### config.mk
export PLATFORM = sky130hd
export DESIGN_NAME = usb_ls_xfer_arbiter
export DESIGN_NICKNAME = d
export VERILOG_FILES = /design/src/rtl/usb_ls_xfer_arbiter.sv
export SDC_FILE = /design/constraint.sdc
export NUM_CORES = 1
export LEC_CHECK = 0
export ABC_AREA = 0
export CORE_AREA = 2 2 248 250
export CTS_CLUSTER_DIAMETER = 150
export DETAILED_ROUTE_END_ITERATION = 6
export DIE_AREA = 0 0 250 252
export PLACE_DENSITY = 0.56
export RECOVER_POWER = 100
export REMOVE_ABC_BUFFERS = 1
export SYNTH_ARGS = -nofsm -noshare
export SYNTH_HDL_FRONTEND = slang
export SYNTH_SLANG_ARGS = --single-unit
### constraint.sdc
create_clock -name clk_i -period 2.4 [get_ports clk_i]
set_input_delay 0.72 -clock clk_i [delete_from_list [all_inputs] [get_ports clk_i]]
set_output_delay 0.72 -clock clk_i [all_outputs]
set_load 0.02 [all_outputs]
### src/rtl/usb_ls_xfer_arbiter.sv
// Low-speed USB transfer arbiter.
// Grants one of two requesters round-robin, hands its token/data packet pair to the PHY through
// a toggle handshake, waits for the device response, retries NAKs on frame boundaries and
// returns a classified result with a one-cycle done pulse.
// Ports:
//   clk_i, reset_i                 clock, synchronous active-high reset
//   req_valid_i/ctrl/size/data     per-requester transaction request ({r1,r0} packing)
//   req_done_o, rsp_*_o            completion pulse and result/PID/packet of the last transfer
//   busy_o                         high whenever a transfer is in flight
//   phy_connected_i, phy_frame_i   device present, frame toggle
//   phy_send_*                     transmit toggle handshake and packet pair
//   phy_recv_*, phy_pid_i          receive toggle handshake and received PID/packet
module usb_ls_xfer_arbiter #(
    parameter int unsigned TIMEOUT_CYCLES = 24000,
    parameter int unsigned NAK_RETRIES    = 3
) (
    input  logic         clk_i,
    input  logic         reset_i,
    input  logic [1:0]   req_valid_i,
    input  logic [63:0]  req_ctrl_i,
    input  logic [11:0]  req_ctrl_size_i,
    input  logic [191:0] req_data_i,
    input  logic [13:0]  req_data_size_i,
    output logic [1:0]   req_done_o,
    output logic [1:0]   rsp_result_o,
    output logic [7:0]   rsp_pid_o,
    output logic [95:0]  rsp_data_o,
    output logic         busy_o,
    input  logic         phy_connected_i,
    input  logic         phy_frame_i,
    output logic         phy_send_req_o,
    input  logic         phy_send_ack_i,
    output logic [31:0]  phy_send_ctrl_o,
    output logic [5:0]   phy_send_ctrl_size_o,
    output logic [95:0]  phy_send_data_o,
    output logic [6:0]   phy_send_data_size_o,
    input  logic         phy_recv_evt_i,
    output logic         phy_recv_ack_o,
    input  logic [7:0]   phy_pid_i,
    input  logic [95:0]  phy_recv_data_i
);

    localparam int unsigned TimerW = $clog2(TIMEOUT_CYCLES + 1);
    localparam int unsigned RetryW = $clog2(NAK_RETRIES + 2);

    localparam logic [1:0] ResOk    = 2'd0;
    localparam logic [1:0] ResNak   = 2'd1;
    localparam logic [1:0] ResStall = 2'd2;
    localparam logic [1:0] ResErr   = 2'd3;

    typedef enum logic [2:0] {StIdle, StSend, StWaitTx, StWaitRx, StRetry, StDone} state_e;

    state_e              state_q, state_d;
    logic                grant_q, grant_d;
    logic                last_q, last_d;
    logic [1:0]          blocked_q, blocked_d;
    logic                send_req_q, send_req_d;
    logic                recv_ack_q;
    logic                frame_q;
    logic [TimerW-1:0]   timer_q, timer_d;
    logic [RetryW-1:0]   retry_q, retry_d;
    logic [31:0]         lat_ctrl_q, lat_ctrl_d;
    logic [5:0]          lat_csz_q, lat_csz_d;
    logic [95:0]         lat_data_q, lat_data_d;
    logic [6:0]          lat_dsz_q, lat_dsz_d;
    logic [7:0]          cap_pid_q, cap_pid_d;
    logic [95:0]         cap_data_q, cap_data_d;
    logic [1:0]          rsp_result_q, rsp_result_d;
    logic [7:0]          rsp_pid_q, rsp_pid_d;
    logic [95:0]         rsp_data_q, rsp_data_d;

    logic [1:0] eligible;
    logic       pick;
    logic       recv_pend;
    logic       finish;
    logic [1:0] result;

    always_comb begin
        state_d      = state_q;
        grant_d      = grant_q;
        last_d       = last_q;
        send_req_d   = send_req_q;
        timer_d      = timer_q;
        retry_d      = retry_q;
        lat_ctrl_d   = lat_ctrl_q;
        lat_csz_d    = lat_csz_q;
        lat_data_d   = lat_data_q;
        lat_dsz_d    = lat_dsz_q;
        cap_pid_d    = cap_pid_q;
        cap_data_d   = cap_data_q;
        rsp_result_d = rsp_result_q;
        rsp_pid_d    = rsp_pid_q;
        rsp_data_d   = rsp_data_q;
        finish       = 1'b0;
        result       = ResErr;
        // An aborted requester stays masked until it drops valid.
        blocked_d    = blocked_q & req_valid_i;
        eligible     = req_valid_i & ~blocked_q;
        pick         = (eligible == 2'b11) ? ~last_q : eligible[1];
        recv_pend    = phy_recv_evt_i != recv_ack_q;

        if (state_q != StIdle && state_q != StDone && !phy_connected_i) begin
            finish             = 1'b1;
            result             = ResErr;
            blocked_d[grant_q] = 1'b1;
        end else begin
            unique case (state_q)
                StIdle: begin
                    if (phy_connected_i && eligible != 2'b00) begin
                        grant_d    = pick;
                        last_d     = pick;
                        lat_ctrl_d = pick ? req_ctrl_i[63:32] : req_ctrl_i[31:0];
                        lat_csz_d  = pick ? req_ctrl_size_i[11:6] : req_ctrl_size_i[5:0];
                        lat_data_d = pick ? req_data_i[191:96] : req_data_i[95:0];
                        lat_dsz_d  = pick ? req_data_size_i[13:7] : req_data_size_i[6:0];
                        retry_d    = '0;
                        timer_d    = '0;
                        cap_pid_d  = '0;
                        cap_data_d = '0;
                        state_d    = StSend;
                    end
                end
                StSend: begin
                    if (phy_send_ack_i == send_req_q) begin
                        send_req_d = ~send_req_q;
                        state_d    = StWaitTx;
                    end
                end
                StWaitTx: begin
                    if (phy_send_ack_i == send_req_q) begin
                        timer_d = '0;
                        state_d = StWaitRx;
                    end
                end
                StWaitRx: begin
                    if (recv_pend) begin
                        cap_pid_d  = phy_pid_i;
                        cap_data_d = phy_recv_data_i;
                        case (phy_pid_i)
                            8'hD2, 8'hC3, 8'h4B: begin
                                finish = 1'b1;
                                result = ResOk;
                            end
                            8'h5A: begin
                                if (retry_q < RetryW'(NAK_RETRIES)) begin
                                    state_d = StRetry;
                                end else begin
                                    finish = 1'b1;
                                    result = ResNak;
                                end
                            end
                            8'h1E: begin
                                finish = 1'b1;
                                result = ResStall;
                            end
                            default: begin
                                finish = 1'b1;
                                result = ResErr;
                            end
                        endcase
                    end else if (timer_q == TimerW'(TIMEOUT_CYCLES - 1)) begin
                        finish = 1'b1;
                        result = ResErr;
                    end else begin
                        timer_d = timer_q + 1'b1;
                    end
                end
                StRetry: begin
                    if (phy_frame_i != frame_q) begin
                        retry_d = retry_q + 1'b1;
                        state_d = StSend;
                    end
                end
                StDone: state_d = StIdle;
                default: state_d = StIdle;
            endcase
        end

        // Response registers only move on DONE entry so they stay stable between pulses.
        if (finish) begin
            state_d      = StDone;
            rsp_result_d = result;
            rsp_pid_d    = cap_pid_d;
            rsp_data_d   = cap_data_d;
        end
    end

    always_ff @(posedge clk_i) begin
        if (reset_i) begin
            state_q      <= StIdle;
            grant_q      <= 1'b0;
            last_q       <= 1'b1;
            blocked_q    <= 2'b00;
            send_req_q   <= 1'b0;
            recv_ack_q   <= 1'b0;
            frame_q      <= 1'b0;
            timer_q      <= '0;
            retry_q      <= '0;
            lat_ctrl_q   <= '0;
            lat_csz_q    <= '0;
            lat_data_q   <= '0;
            lat_dsz_q    <= '0;
            cap_pid_q    <= '0;
            cap_data_q   <= '0;
            rsp_result_q <= '0;
            rsp_pid_q    <= '0;
            rsp_data_q   <= '0;
        end else begin
            state_q      <= state_d;
            grant_q      <= grant_d;
            last_q       <= last_d;
            blocked_q    <= blocked_d;
            send_req_q   <= send_req_d;
            // Every received packet is acknowledged; only WAIT_RX keeps its contents.
            recv_ack_q   <= phy_recv_evt_i;
            frame_q      <= phy_frame_i;
            timer_q      <= timer_d;
            retry_q      <= retry_d;
            lat_ctrl_q   <= lat_ctrl_d;
            lat_csz_q    <= lat_csz_d;
            lat_data_q   <= lat_data_d;
            lat_dsz_q    <= lat_dsz_d;
            cap_pid_q    <= cap_pid_d;
            cap_data_q   <= cap_data_d;
            rsp_result_q <= rsp_result_d;
            rsp_pid_q    <= rsp_pid_d;
            rsp_data_q   <= rsp_data_d;
        end
    end

    assign req_done_o           = (state_q == StDone) ? (grant_q ? 2'b10 : 2'b01) : 2'b00;
    assign rsp_result_o         = rsp_result_q;
    assign rsp_pid_o            = rsp_pid_q;
    assign rsp_data_o           = rsp_data_q;
    assign busy_o               = state_q != StIdle;
    assign phy_send_req_o       = send_req_q;
    assign phy_send_ctrl_o      = lat_ctrl_q;
    assign phy_send_ctrl_size_o = lat_csz_q;
    assign phy_send_data_o      = lat_data_q;
    assign phy_send_data_size_o = lat_dsz_q;
    assign phy_recv_ack_o       = recv_ack_q;

endmodule

# Word level (Yosys, flattened, before mapping)
# Cells that the tools add are included.
dict set report op_classes {
  n_reduce_logical 18
  add_sub_neg 2
  mux 47
  n_eq_ne 33
  order_cmp 3
  bitwise_logic 7
}
# cell n
set ops {}
lappend ops {{$mux W96} 4}
lappend ops {{$pmux W96 S2} 1}
lappend ops {{$mux W15} 4}
lappend ops {{$pmux W15 S3} 1}
lappend ops {{$mux W3} 11}
lappend ops {{$mux W32} 1}
lappend ops {{$mux W8} 3}
lappend ops {{$ne A3 B3 Y1 const B} 7}
lappend ops {{$ne A2 B2 Y1 const B} 9}
lappend ops {{$eq A8 B7 Y1 const B} 2}
lappend ops {{$eq A8 B8 Y1 const B} 2}
lappend ops {{$pmux W8 S2} 1}
lappend ops {{$reduce_and A8 Y1} 2}
lappend ops {{$add A15 B1 Y15 const B} 1}
lappend ops {{$eq A15 B15 Y1 const B} 1}
lappend ops {{$pmux W3 S5} 1}
lappend ops {{$mux W2} 7}
lappend ops {{$eq A8 B5 Y1 const B} 1}
lappend ops {{$mux W1} 8}
lappend ops {{$mux W7} 1}
lappend ops {{$eq A3 B2 Y1 const B} 2}
lappend ops {{$eq A3 B3 Y1 const B} 2}
lappend ops {{$mux W6} 1}
lappend ops {{$pmux W2 S3} 1}
lappend ops {{other kinds (26)} 36}
dict set report totals {
  in_bits 394
  out_inout_bits 252
  ff_bits 379
  wordCells 129
}

# Longest topological paths before layout
# Gate-level depths: netlist of the first run.
dict set report logic_depth {
  word_depth 8
  mapped_depth 9
  ltp_nobuf 6
}

# Worst setup path before layout of the first run
# No wires, ideal clock.
dict set report synth_timing {
  path_kind {input to register}
  startpoint {in phy_pid_i[0]}
  endpoint {reg rsp_data_q[42] (netlist: rsp_data_o[42])}
  t_arrival_ps 2209
  cell_stages 8
  setup_ps 117
  slack_ps 74
  t_required_ps 2283
  n_path_buf 3
  cell_sequence {nor4bb_1 a41o_1 a21oi_1 or2_1 buf_2 buf_2 buf_2 o22a_1}
}
dict set report synth_between {
  elab_chain_len 5
}
# element line_no
set synth_rtl {}
lappend synth_rtl {{from (decl)} 39} ;# input logic [7:0] phy_pid_i,
lappend synth_rtl {{$eq A8 B7 Y1} 139} ;# case (phy_pid_i)
lappend synth_rtl {{$mux W1} 139}
lappend synth_rtl {{$mux W1} 136} ;# if (recv_pend) begin
lappend synth_rtl {{$mux W1} 107} ;# unique case (state_q)
lappend synth_rtl {{$mux W1} 102} ;# if (state_q != StIdle && state_q != StDone && !phy_connected_i) begin
lappend synth_rtl {{to (signal assigned)} 227} ;# rsp_data_q <= rsp_data_d;
lappend synth_rtl {{to (decl)} 70} ;# logic [95:0] rsp_data_q, rsp_data_d;
# No other way between the ends.
# A chain may end at the register's enable or synchronous reset.

# Final worst setup path of the first run
dict set report layout_timing {
  startpoint {reg lat_data_q[85] (netlist: phy_send_data_o[85])}
  endpoint {out phy_send_data_o[85]}
}
# element line_no
set layout_rtl {}
lappend layout_rtl {{from (decl)} 64} ;# logic [95:0] lat_data_q, lat_data_d;
lappend layout_rtl {{from (signal assigned)} 221} ;# lat_data_q <= lat_data_d;
lappend layout_rtl {{to (decl)} 35} ;# output logic [95:0] phy_send_data_o,
# No word-level cell between the ends.

==> out/metrics.cfg, run 1 <==
[status]
outcome = finished, final reports clean

[cells_and_area]
drive_gt1_share_pct = 9.78
syn2layout_area_growth_pct = 67.5
nets = 2393
multi_input_area_sq_um = 6100
final_core_util_pct = 39.6
regArea_sq_um = 7590
fill_cells = 5821

[sta]
fmax_mhz = 427
timing_hold_violations_final = 0
setup_viol = 0
clock_skew_ps = 24.1
slew_headroom_pct = 70.5
tns_ps = 0
slew_viol_final = 0
post-route-period-util_pct = 97.5
fin_crit_ps = 2340
rsz0062_at_grt = false
tightest_slew_ps = 443

[place]
port_buffers = 645
place_hpwl_um = 44500
gp_congestion = 0.924

[detailed_routing]
routed_wl_um = 58100
viasPerCell = 4.69
dr.first_iter.drc_count = 628
wl_per_cell_um = 20.6
ant_nets = 0
drc = 0
first_pass_iters = 6
num_vias = 13200

[setup_path]
critPathBufInv = 1
critPathMaxFanout = 2
slowest_delay_ps = 730
startpoint_type = flop
crit_required_ps = 1680
cp-end-kind = output pin
slowest_stage = dlygate4sd3_1
crit_type = reg2out
crit_family = buffers and inverters
arrival_ps = 1620
crit_chain = dlygate4sd3_1

[power_and_ir_drop]
pwr-share-comb_pct = 41.2
p_switching_mw = 9.52
seqPwrFrac_pct = 33.1
p_clk_share_pct = 25.7
power_density_nw_per_um2 = 1110
irDropWorstVdd_uv = 700
leakage_nw = 9.40
internal-power_mw = 17.0
switching_share_pct = 35.9

[global_routing]
grtUsageTotal_pct = 17.7
grt_pass1_wl_um = 85500
grt_pass1_vias = 13500
grt_max_degree = 69
antenna_found_initial = 11
gr-total-overflow = 0

[clock_tree]
postCtsSetupRepairBufs = 0
cts_sinks = 379
cts_tree = done
ctsHoldBuffers = 0
cts_buffers = 45
cts_buffer_depth = 3
clockRootBuffer = clkbuf_16
cts-htree-levels = 2
clkSlewWorstSetupHoldPaths_ps = 60
clock_latency_ps = 590

[logic_synthesis]
synth_top_area_share_pct = 53.4
synth_cells = 1318
synth_area_leaders = dfxtp_1 53%, mux2i_1 10%, a211oi_1 7.6%
synth_seq_cells = 379
synth.avg_cell_area_sq_um = 10.8
synthFlopType = dfxtp_1
yosysUniqueCellTypes = 51
syn_area_sq_um = 14200
synth_edf_count = 0
ys_warn_count = 0
async_flop_share_pct = 0
synth-seq-area-share_pct = 53.4
synth_top_area_cell = dfxtp_1

[floorplan]
die_y_um = 252
fp.dieArea_sq_um = 63000
num_rows = 90
coreArea_sq_um = 60100
boundaryPins = 646
start_util_pct = 23.6
die_x_um = 250

[flow_run]
cap_violations = 0

[hold_path]
hold_class = in2reg

[power by group through the flow]
stage	logic (mW)	clock network (mW)	registers (mW)
floorplan	3.82	0	10.4
global placement	11.3	0	8.85
detailed placement	11.4	0	8.91
CTS	11.4	7.06	8.80
global route	11.7	7.30	8.98
finish	10.9	6.81	8.77
[metrics by stage]
stage / setup WS, ps / cell area, sq um / std cells / hold WS, ps / power, mW
floorplan: -10620 / 13700 / 1188 / 430 / 14.3
global placement: -476 / 22500 / 2732 / 449 / 20.1
detailed placement: -519 / 22500 / 2732 / 466 / 20.3
CTS: 1.21 / 24000 / 2816 / 423 / 27.3
global route: 0.264 / 23800 / 2818 / 446 / 27.9
finish: 60.2 / 23800 / 2818 / 462 / 26.5
[cell type report]
cell class	count	area share, %
inverters	7	0.110
diodes	2	0.0210
well taps	782	4.11
flip-flops and latches	379	31.9
clock buffers	66	5.36
repair buffers	762	31.9
multi-input cells	802	25.6
clock inverters	18	0.941
[path summary, 6_finish.rpt]
kind	depth (start not counted)	slack, ps	end	from
worst max-delay path	1	60	phy_send_data_o[85]	phy_send_data_o[85]
worst min-delay path	2	460	frame_q	reset_i
worst max register to register	7	300	rsp_data_o[22]	timer_q[0]
worst min register to register	2	470	rsp_result_o[0]	rsp_result_o[0]
[kinds of logic after synthesis]
logic type	Yosys count	share of synthesized area (%)
buffers and inverters	137	4.08
adders and majority gates	2	0.176
AOI/OAI and AO/OA	411	24.1
and+or+nand+nor	238	7.65
muxes	143	10.1
xor gates and xnor gates	8	0.493
DFF	379	53.4
[state kept, by name, indices dropped and copies added, names as in the netlist]
register              flops
phy_send_ctrl_o          32
rsp_result_o              2
last_q                    1
blocked_q                 2
state_q                   3
phy_recv_ack_o            1
phy_send_req_o            1
cap_data_q               96
timer_q                  15
phy_send_ctrl_size_o      6
grant_q                   1
retry_q                   3
phy_send_data_o          96
phy_send_data_size_o      7
cap_pid_q                 8
rsp_data_o               96
rsp_pid_o                 8
frame_q                   1
[routing by layer]
layer  routed length, um  share of wire (%)  track usage, %  vias to the layer above
met5                  98               0.17               0                        -
met4                1370                2.4            5.47                       14
met3                5590                9.6            7.30                       99
met2               27400                 47            29.6                      478
met1               23600                 41            20.7                     6232
li1                    -                  -               -                     6390
[layout by cell type (no fill, tap or decap), types with 6 or more instances in the layout]
cell type	synthesis	final
dfxtp_1	379	377
nand2_1	17	16
o22a_1	104	104
buf_6	0	6
clkdlybuf4s50_1	0	560
clkbuf_8	0	7
clkbuf_2	0	6
nor2_1	155	151
a21oi_1	25	24
nand3_1	9	9
o21ai_0	6	6
clkinvlp_4	0	6
o31ai_1	8	8
a211oi_1	143	144
clkbuf_1	73	29
clkinv_2	0	6
nand2b_1	9	9
or4_1	10	10
dlygate4sd3_1	0	70
buf_4	0	67
buf_12	0	28
dlygate4sd2_1	0	7
a32o_1	104	104
clkbuf_16	0	45
inv_1	7	7
mux2i_1	142	142
[Yosys cell counts (3+ instances only)]
| library cell | n |
|---|---|
| a211oi_1 | 143 |
| a21o_1 | 3 |
| a21oi_1 | 25 |
| a32o_1 | 104 |
| and3_1 | 5 |
| buf_1 | 4 |
| buf_2 | 53 |
| clkbuf_1 | 73 |
| dfxtp_1 | 379 |
| inv_1 | 7 |
| mux2i_1 | 142 |
| nand2_1 | 17 |
| nand2b_1 | 9 |
| nand3_1 | 9 |
| nand3b_1 | 3 |
| nand4_1 | 4 |
| nor2_1 | 155 |
| nor2b_1 | 6 |
| nor4bb_1 | 3 |
| o21ai_0 | 6 |
| o22a_1 | 104 |
| o31ai_1 | 8 |
| or3_1 | 5 |
| or4_1 | 10 |
| xnor2_1 | 3 |
| xor2_1 | 5 |
[repair_timing]
item	CTS	global route
endpoints found under the setup margin	10	104
pin swaps	1	0
resized for setup	20	8
No activity file was read; power rests on OpenSTA's default activity.
==> run 2: changes to the inputs <==
Settings changed: CORE_AREA 2 2 248 250 to 2 2 253 255, DIE_AREA 0 0 250 252 to 0 0 255 257, PLACE_DENSITY 0.56 to 0.53.
Clock period 2.4 ns to 3 ns, I/O delays scaled along.
==> out/metrics.cfg, run 2 (synthesis results as in run 1) <==
[flow_run]
cap_violations = 0

[global_routing]
grtUsageTotal_pct = 16.7
gr-total-overflow = 0
grt_max_degree = 116
grt_pass1_wl_um = 83900
antenna_found_initial = 14
grt_pass1_vias = 13400

[setup_path]
reg2reg_from = state_q[1]
slowest_delay_ps = 570
crit_required_ps = 2100
crit_family = buffers and inverters
r2r_cells = 7
ff2ff_setup_slack_ps = 600
startpoint_type = flop
crit_type = reg2out
slowest_stage = clkdlybuf4s50_1
critPathMaxFanout = 7
crit_chain = or3_1 -> clkdlybuf4s50_1
arrival_ps = 1940
timing.rr.end = rsp_pid_o[7]
critPathBufInv = 1
critical_path_depth = 2
worstSetupEndpoint = busy_o
critPathLaunch = state_q[2]
cp-end-kind = output pin

[place]
port_buffers = 645
place_ws_ps = -86.6
placed_area_sq_um = 22200
place_hpwl_um = 43400
gp_congestion = 0.872

[clock_tree]
cts_buffer_depth = 3
cts_tree = done
clockRootBuffer = clkbuf_16
cts_buffers = 44
ctsHoldBuffers = 0
cts-htree-levels = 2
postCtsSetupRepairBufs = 0
clkSlewWorstSetupHoldPaths_ps = 50
cts_sinks = 379
clock_latency_ps = 590

[floorplan]
die_x_um = 255
boundaryPins = 646
fp.dieArea_sq_um = 65500
die_y_um = 257
num_rows = 92
coreArea_sq_um = 62700
start_util_pct = 22.7

[cells_and_area]
stdcell_area_sq_um = 23600
multi_input_area_sq_um = 6060
fill_cells = 6207
drive_gt1_share_pct = 8.16
nets = 2359
syn2layout_area_growth_pct = 66.1
final_common_cell = clkdlybuf4s50_1
regArea_sq_um = 7590
final_cell_mix = 388 x clkdlybuf4s50_1, 378 x dfxtp_1, 254 x dlygate4sd3_1

[sta]
fin_crit_ps = 2840
fin_ws_ps = 165
setup_viol = 0
tightest_slew_ps = 845
slew_viol_final = 0
rsz0062_at_grt = false
clock_skew_ps = 30.7
timing_hold_violations_final = 0
fmax_mhz = 353
post-route-period-util_pct = 94.5
slew_headroom_pct = 43.7

[detailed_routing]
routed_wl_um = 56900
dr.first_iter.drc_count = 629
wl_per_cell_um = 19.9
first_pass_iters = 5
viasPerCell = 4.60
ant_nets = 0
drc = 0
num_vias = 13100

[power_and_ir_drop]
power_density_nw_per_um2 = 883
leakage_nw = 9.72
irDropWorstVdd_uv = 613

[hold_path]
hold_class = reg2reg

[status]
outcome = finished, final reports clean

run 2: changes by cell type in the layout (fill, tap and decap cells not counted), moves of 4 or more:
cell             before  now
dlygate4sd3_1        70  254
clkdlybuf4s50_1     560  388
buf_4                67   45
clkbuf_1             29   13
diode_2               2   12
buf_12               28   20
dlygate4sd2_1         7    1
buf_6                 6    1
clkinv_2              6   10
run 2: layout make-up:
type / instances / share of cell area [%]
diodes: 12 / 0.127
flip-flops and latches: 379 / 32.1
inverters: 7 / 0.111
clock inverters: 22 / 1.30
multi-input cells: 802 / 25.7
repair buffers: 729 / 30.9
clock buffers: 58 / 5.31
well taps: 846 / 4.48
run 2: worst min path at each step:
stage	startpoint	to	slack, ps	depth (start not counted)
floorplan	last_q	last_q	430	2
global placement	rsp_result_o[0]	rsp_result_o[0]	450	2
detailed placement	rsp_result_o[0]	rsp_result_o[0]	460	2
CTS	rsp_result_o[0]	rsp_result_o[0]	470	2
global route	rsp_data_o[14]	rsp_data_o[14]	490	1
finish	rsp_result_o[0]	rsp_result_o[0]	460	2
run 2: power breakdown:
part / switching (mW) / internal [mW]
logic: 4.55 / 3.68
clock network: 2.24 / 3.40
registers: 0.673 / 6.31
run 2: timing repair:
action | 4_1_cts | 5_1_grt
endpoints found under the setup margin | 2 | 1
gates cloned | 0 | 0
gates resized for setup | 2 | 1
run 2: worst reg2reg max path: cells and delay by family, from the launching register on:
family          cells  cell delay, ps
simple gates        2             440
buf+inv             2             660
compound gates      3             790
flops               1             390
run 2: per-layer routing:
metal	vias to the layer above	global-route usage (%)	wire (um)
met2	378	29.4	28500
met4	4	5.36	1410
met1	6308	19.3	22700
li1	6355	-	-
met5	-	0	25
met3	80	4.96	4200
run 2: metrics by stage:
step           utilization (%)  setup TNS [ps]  std cells  power, mW  hold WS, ps
2_1_floorplan                -        -3477620       1188       11.8          430
3_3_place_gp              35.3           -6510       2763       15.9          454
3_5_place_dp              35.3           -6700       2763       16.0          455
4_1_cts                   37.8               0       2843       21.8          471
5_1_grt                   37.6               0       2848       22.0          487
6_report                  37.6               0       2855       20.9          464
==> patch 1 (config.mk and constraints of run 1) <==
One comparison of `timer_q` changes from == to >=.
--- a/src/rtl/usb_ls_xfer_arbiter.sv
+++ b/src/rtl/usb_ls_xfer_arbiter.sv
@@ -159,5 +159,5 @@
                             end
                         endcase
-                    end else if (timer_q == TimerW'(TIMEOUT_CYCLES - 1)) begin
+                    end else if (timer_q >= TimerW'(TIMEOUT_CYCLES - 1)) begin
                         finish = 1'b1;
                         result = ResErr;
Check against the original RTL: no difference found for any inputs over 4 cycles, from zero or initial values and one cycle with reset_i high; that may be too few to reach the edited logic, so the function may still have changed.
==> patch 1 against run 1 <==
  * Fmax fell by 0.98%
  * Power barely moved
  * Cell area rose by 2.0%
  * Routed wire length rose by 2.0%
  * Setup slack got worse by 0.023 ns
  * Largest cell class unchanged
  * Clock skew rose by 0.030 ns
  * Sequential cell count did not move
  * Area after synthesis rose by 1.7%
==> patch 1: results (changes against run 1) <==
.. list-table::
   :header-rows: 1

   * - Metric
     - Value
   * - Run status
     - finished clean
   * - Number of distinct standard cells referenced by the synthesized netlist
     - 56 (+9.8%)
   * - Syn Inst Count
     - 1346 (+2.1%)
   * - DR WL met3
     - 5.119 mm (-8.5%)
   * - Detailed router's first-iteration violation count
     - 576 (-8.3%)
   * - First-pass iteration count of the detailed router
     - 4 (-2)
   * - Post-Route M1 WL
     - 23.96 mm (+1.5%)
   * - Leading post-synthesis cells by cell area
     - sky130_fd_sc_hd__dfxtp_1 52%, sky130_fd_sc_hd__mux2i_1 11%, sky130_fd_sc_hd__a211oi_1 7.5%
   * - Average instance area after synthesis
     - 10.74 µm² (-0.40%)
   * - Critical path's slowest cell
     - sky130_fd_sc_hd__clkdlybuf4s50_1
   * - Via count
     - 13590 (+2.8%)
   * - Number of non-clock inverters in the layout
     - 9 (+2)
   * - DRT Wirelength
     - 59.25 mm (+2.0%)
   * - Metal2 WL
     - 28.21 mm (+2.8%)
   * - TritonCTS buffer count
     - 44 (-2.2%)
   * - Worst Skew
     - 0.05363 ns (+0.02955 ns)
   * - Sequential portion of the cell area
     - 31.24% (-0.65 points)
   * - Non-clock buffer share
     - 32.49% (+0.54 points)
   * - Number of gates resized after cts
     - 18 (-10%)
   * - Final-layout fill cell count
     - 5860 (+0.67%)
   * - NumNets Final
     - 2419 (+1.1%)
   * - Cell leakage power
     - 9.515 nW (+1.2%)
   * - ANT cells
     - 11 (+9)
   * - Overall track demand over capacity in global routing
     - 17.95% (+0.23 points)
   * - Number of standard cells in the layout, taps in and fillers out
     - 2848 (+1.1%)
   * - Met1 usage in global routing
     - 20.68% (about the same)
   * - Non-clock buffers
     - 771 (+1.2%)
patch 1: logic make-up (layout without fill, tap and decap cells):
group	after synthesis	in the layout	synth area share, %
AOI/OAI and AO/OA	414	414	24.46
DFF	379	379	52.48
and+or+nand+nor	242	242	7.513
muxes	152	152	10.52
buffers and inverters	149	858	4.362
xor gates and xnor gates	8	8	0.4846
adders and majority gates	2	2	0.1731
other	0	11	0
patch 1: path summary, 6_finish.rpt:
kind / endpoint / cells past startpoint / slack (ns)
setup reg to reg: rsp_data_o[59]$_SDFFE_PP0P_ / 9 / 0.10
setup / recovery: phy_send_data_o[22] / 1 / 0.04
hold / removal: retry_q[1]$_SDFFE_PP0P_ / 2 / 0.40
hold reg to reg: blocked_q[0]$_SDFF_PP0_ / 2 / 0.47
patch 1: power by group:
part / internal [mW] / leakage, nW / total, mW / switching, mW
Clock: 3.92 / 0.693 / 6.73 / 2.80
Combinational: 5.38 / 5.72 / 11.2 / 5.82
Sequential: 7.77 / 3.10 / 8.58 / 0.811
==> patch 2 (flow settings as in run 1) <==
Made on the original files. Change the parameter `TIMEOUT_CYCLES` from 24000 to 12000.
--- a/src/rtl/usb_ls_xfer_arbiter.sv
+++ b/src/rtl/usb_ls_xfer_arbiter.sv
@@ -12,5 +12,5 @@
 //   phy_recv_*, phy_pid_i          receive toggle handshake and received PID/packet
 module usb_ls_xfer_arbiter #(
-    parameter int unsigned TIMEOUT_CYCLES = 24000,
+    parameter int unsigned TIMEOUT_CYCLES = 12000,
     parameter int unsigned NAK_RETRIES    = 3
 ) (
Function: no difference found for any inputs over 4 cycles, from zero or initial values and one cycle with reset_i high; that may be too few to reach the edited logic, so the function may still have changed.
==> patch 2 against run 1 <==
  * Setup slack lost 0.015 ns
  * Sequential share of layout area grew 0.41 points
  * Power shrank 3.1%
  * Via count shrank 2.6%
  * Area after synthesis shrank 2.0%
  * Cell area shrank 1.6%
  * Die area is the same
  * Count of clock-buffer cells in the layout grew 4
  * Routed wire length shrank 1.3%
  * Sequential cell count shrank 1
  * Critical path type is now input port to flip-flop
  * Highest routed layer unchanged
==> patch 2: results (changes against run 1) <==
.. list-table::
   :header-rows: 1

   * - Metric
     - Value
   * - Type of the tightest min-delay check
     - flip-flop to flip-flop
   * - Start point of the critical path
     - phy_pid_i[7]
   * - Worst hold stages
     - 1 (-1)
   * - Worst reg-to-reg setup slack
     - 0.23 ns (-0.07 ns)
   * - Via count
     - 12870 (-2.6%)
   * - Overall track demand over capacity in global routing
     - 17.53% (-0.20 points)
   * - Peak supply drop
     - 0.4741 mV (-32%)
   * - Detailed router's first-iteration violation count
     - 508 (-19%)
   * - Post-detailed-placement half-perimeter wirelength
     - 44.16 mm (-0.72%)
   * - Initial antenna violation count
     - 17 (+6)
   * - Slew of the pin with the lowest slew margin
     - 0.9679 ns (+0.5251 ns)
   * - Run status
     - finished clean
   * - Minimum setup slack after placement
     - -0.5533 ns (-0.03443 ns)
   * - Power drawn by the sequential cells
     - 8.66 mW (-1%)
   * - Net switching power of the design
     - 8.942 mW (-6.0%)
   * - Synth warn
     - 0 (unchanged)
   * - Global-route wire length before repair
     - 83.51 mm (-2.4%)
   * - GPL Wtd Cong
     - 0.8407 (-9.0%)
   * - Syn Inst Count
     - 1289 (-2.2%)
   * - Worst R2R Start
     - timer_q[5]$_SDFFE_PP0P_
   * - Number of distinct standard cells referenced by the synthesized netlist
     - 54 (+5.9%)
   * - Reg2reg path depth
     - 8 (+1)
   * - Leading post-synthesis cells by cell area
     - sky130_fd_sc_hd__dfxtp_1 54%, sky130_fd_sc_hd__mux2i_1 10%, sky130_fd_sc_hd__a211oi_1 7.8%
   * - Crit path max-delay family
     - buffers and inverters
   * - Critical path's slowest cell
     - sky130_fd_sc_hd__clkdlybuf4s50_1
   * - Hold path endpoint
     - rsp_data_o[93]$_SDFFE_PP0P_
   * - DR WL/cell
     - 20.48 µm (-0.67%)
   * - Endpoint of the most critical setup path
     - rsp_data_o[6]$_SDFFE_PP0P_
   * - Total instance count after detailed placement
     - 2708 (-0.88%)
   * - Pin count of the biggest net entering global routing
     - 90 (+30%)
   * - Worst Path Max Fanout
     - 34 (+32)
   * - List of most frequent post-synthesis cells
     - 378 x sky130_fd_sc_hd__dfxtp_1, 164 x sky130_fd_sc_hd__nor2_1, 144 x sky130_fd_sc_hd__a211oi_1
   * - Final setup slack of the worst path
     - 0.04532 ns (-0.01492 ns)
   * - Cell leakage power
     - 9.512 nW (+1.2%)
   * - Final hold slack
     - 0.4777 ns (+0.01551 ns)
   * - Fraction of final layout cells with drive strength greater than 1
     - 9.562% (-0.22 points)
   * - First-pass iteration count of the detailed router
     - 4 (-2)
   * - Worst Skew
     - 0.02791 ns (+0.003834 ns)
   * - Hold wc startpoint
     - rsp_data_o[93]$_SDFFE_PP0P_
   * - Number of sinks handled by clock tree synthesis
     - 378 (-0.26%)
   * - Share of cell area taken by muxes after synthesis
     - 10.21% (+0.13 points)
   * - Synth Area in XOR/XNOR
     - 1.132% (+0.64 points)
   * - Via count of the first global-routing pass
     - 13210 (-2.0%)
   * - Adder and majority gate portion of the synthesized area
     - 0.1797% (+0.0036 points)
   * - Sw Ratio
     - 34.85% (-1.1 points)
-- patch 2: cell types whose count changed after synthesis, sizes merged, moves of 5 or more --
cell,before,now
a21oi,25,12
or4,10,0
nor3,3,9
a22o,0,104
o31ai,8,2
xnor2,3,12
nor4,0,5
a32o,104,0
clkbuf,73,58
nor2,155,166
nand2b,9,3
-- patch 2: repair_timing --
item,CTS,global route
setup buffers,0,2
pin swaps,0,3
gates resized for setup,19,12
setup endpoints to repair,9,61
-- patch 2: cell type report --
type                       instances  area (µm²)
sequential                       378        7571
clock inverter                    10       132.6
fill                            5934       36700
clock buffer                      70        1371
multi-input combinational        788        5867
timing repair buffer             757        7475
tap                              782       978.4
antenna                            9       22.52
inverter                           5       18.77
-- patch 2: per-layer routing --
| metal | GRT usage [%] | part of all wire, % |
|---|---|---|
| met5 | 0 | 0.017 |
| met1 | 19.24 | 39 |
| met3 | 6.592 | 8.8 |
| met2 | 31.04 | 49 |
| met4 | 5.920 | 2.8 |
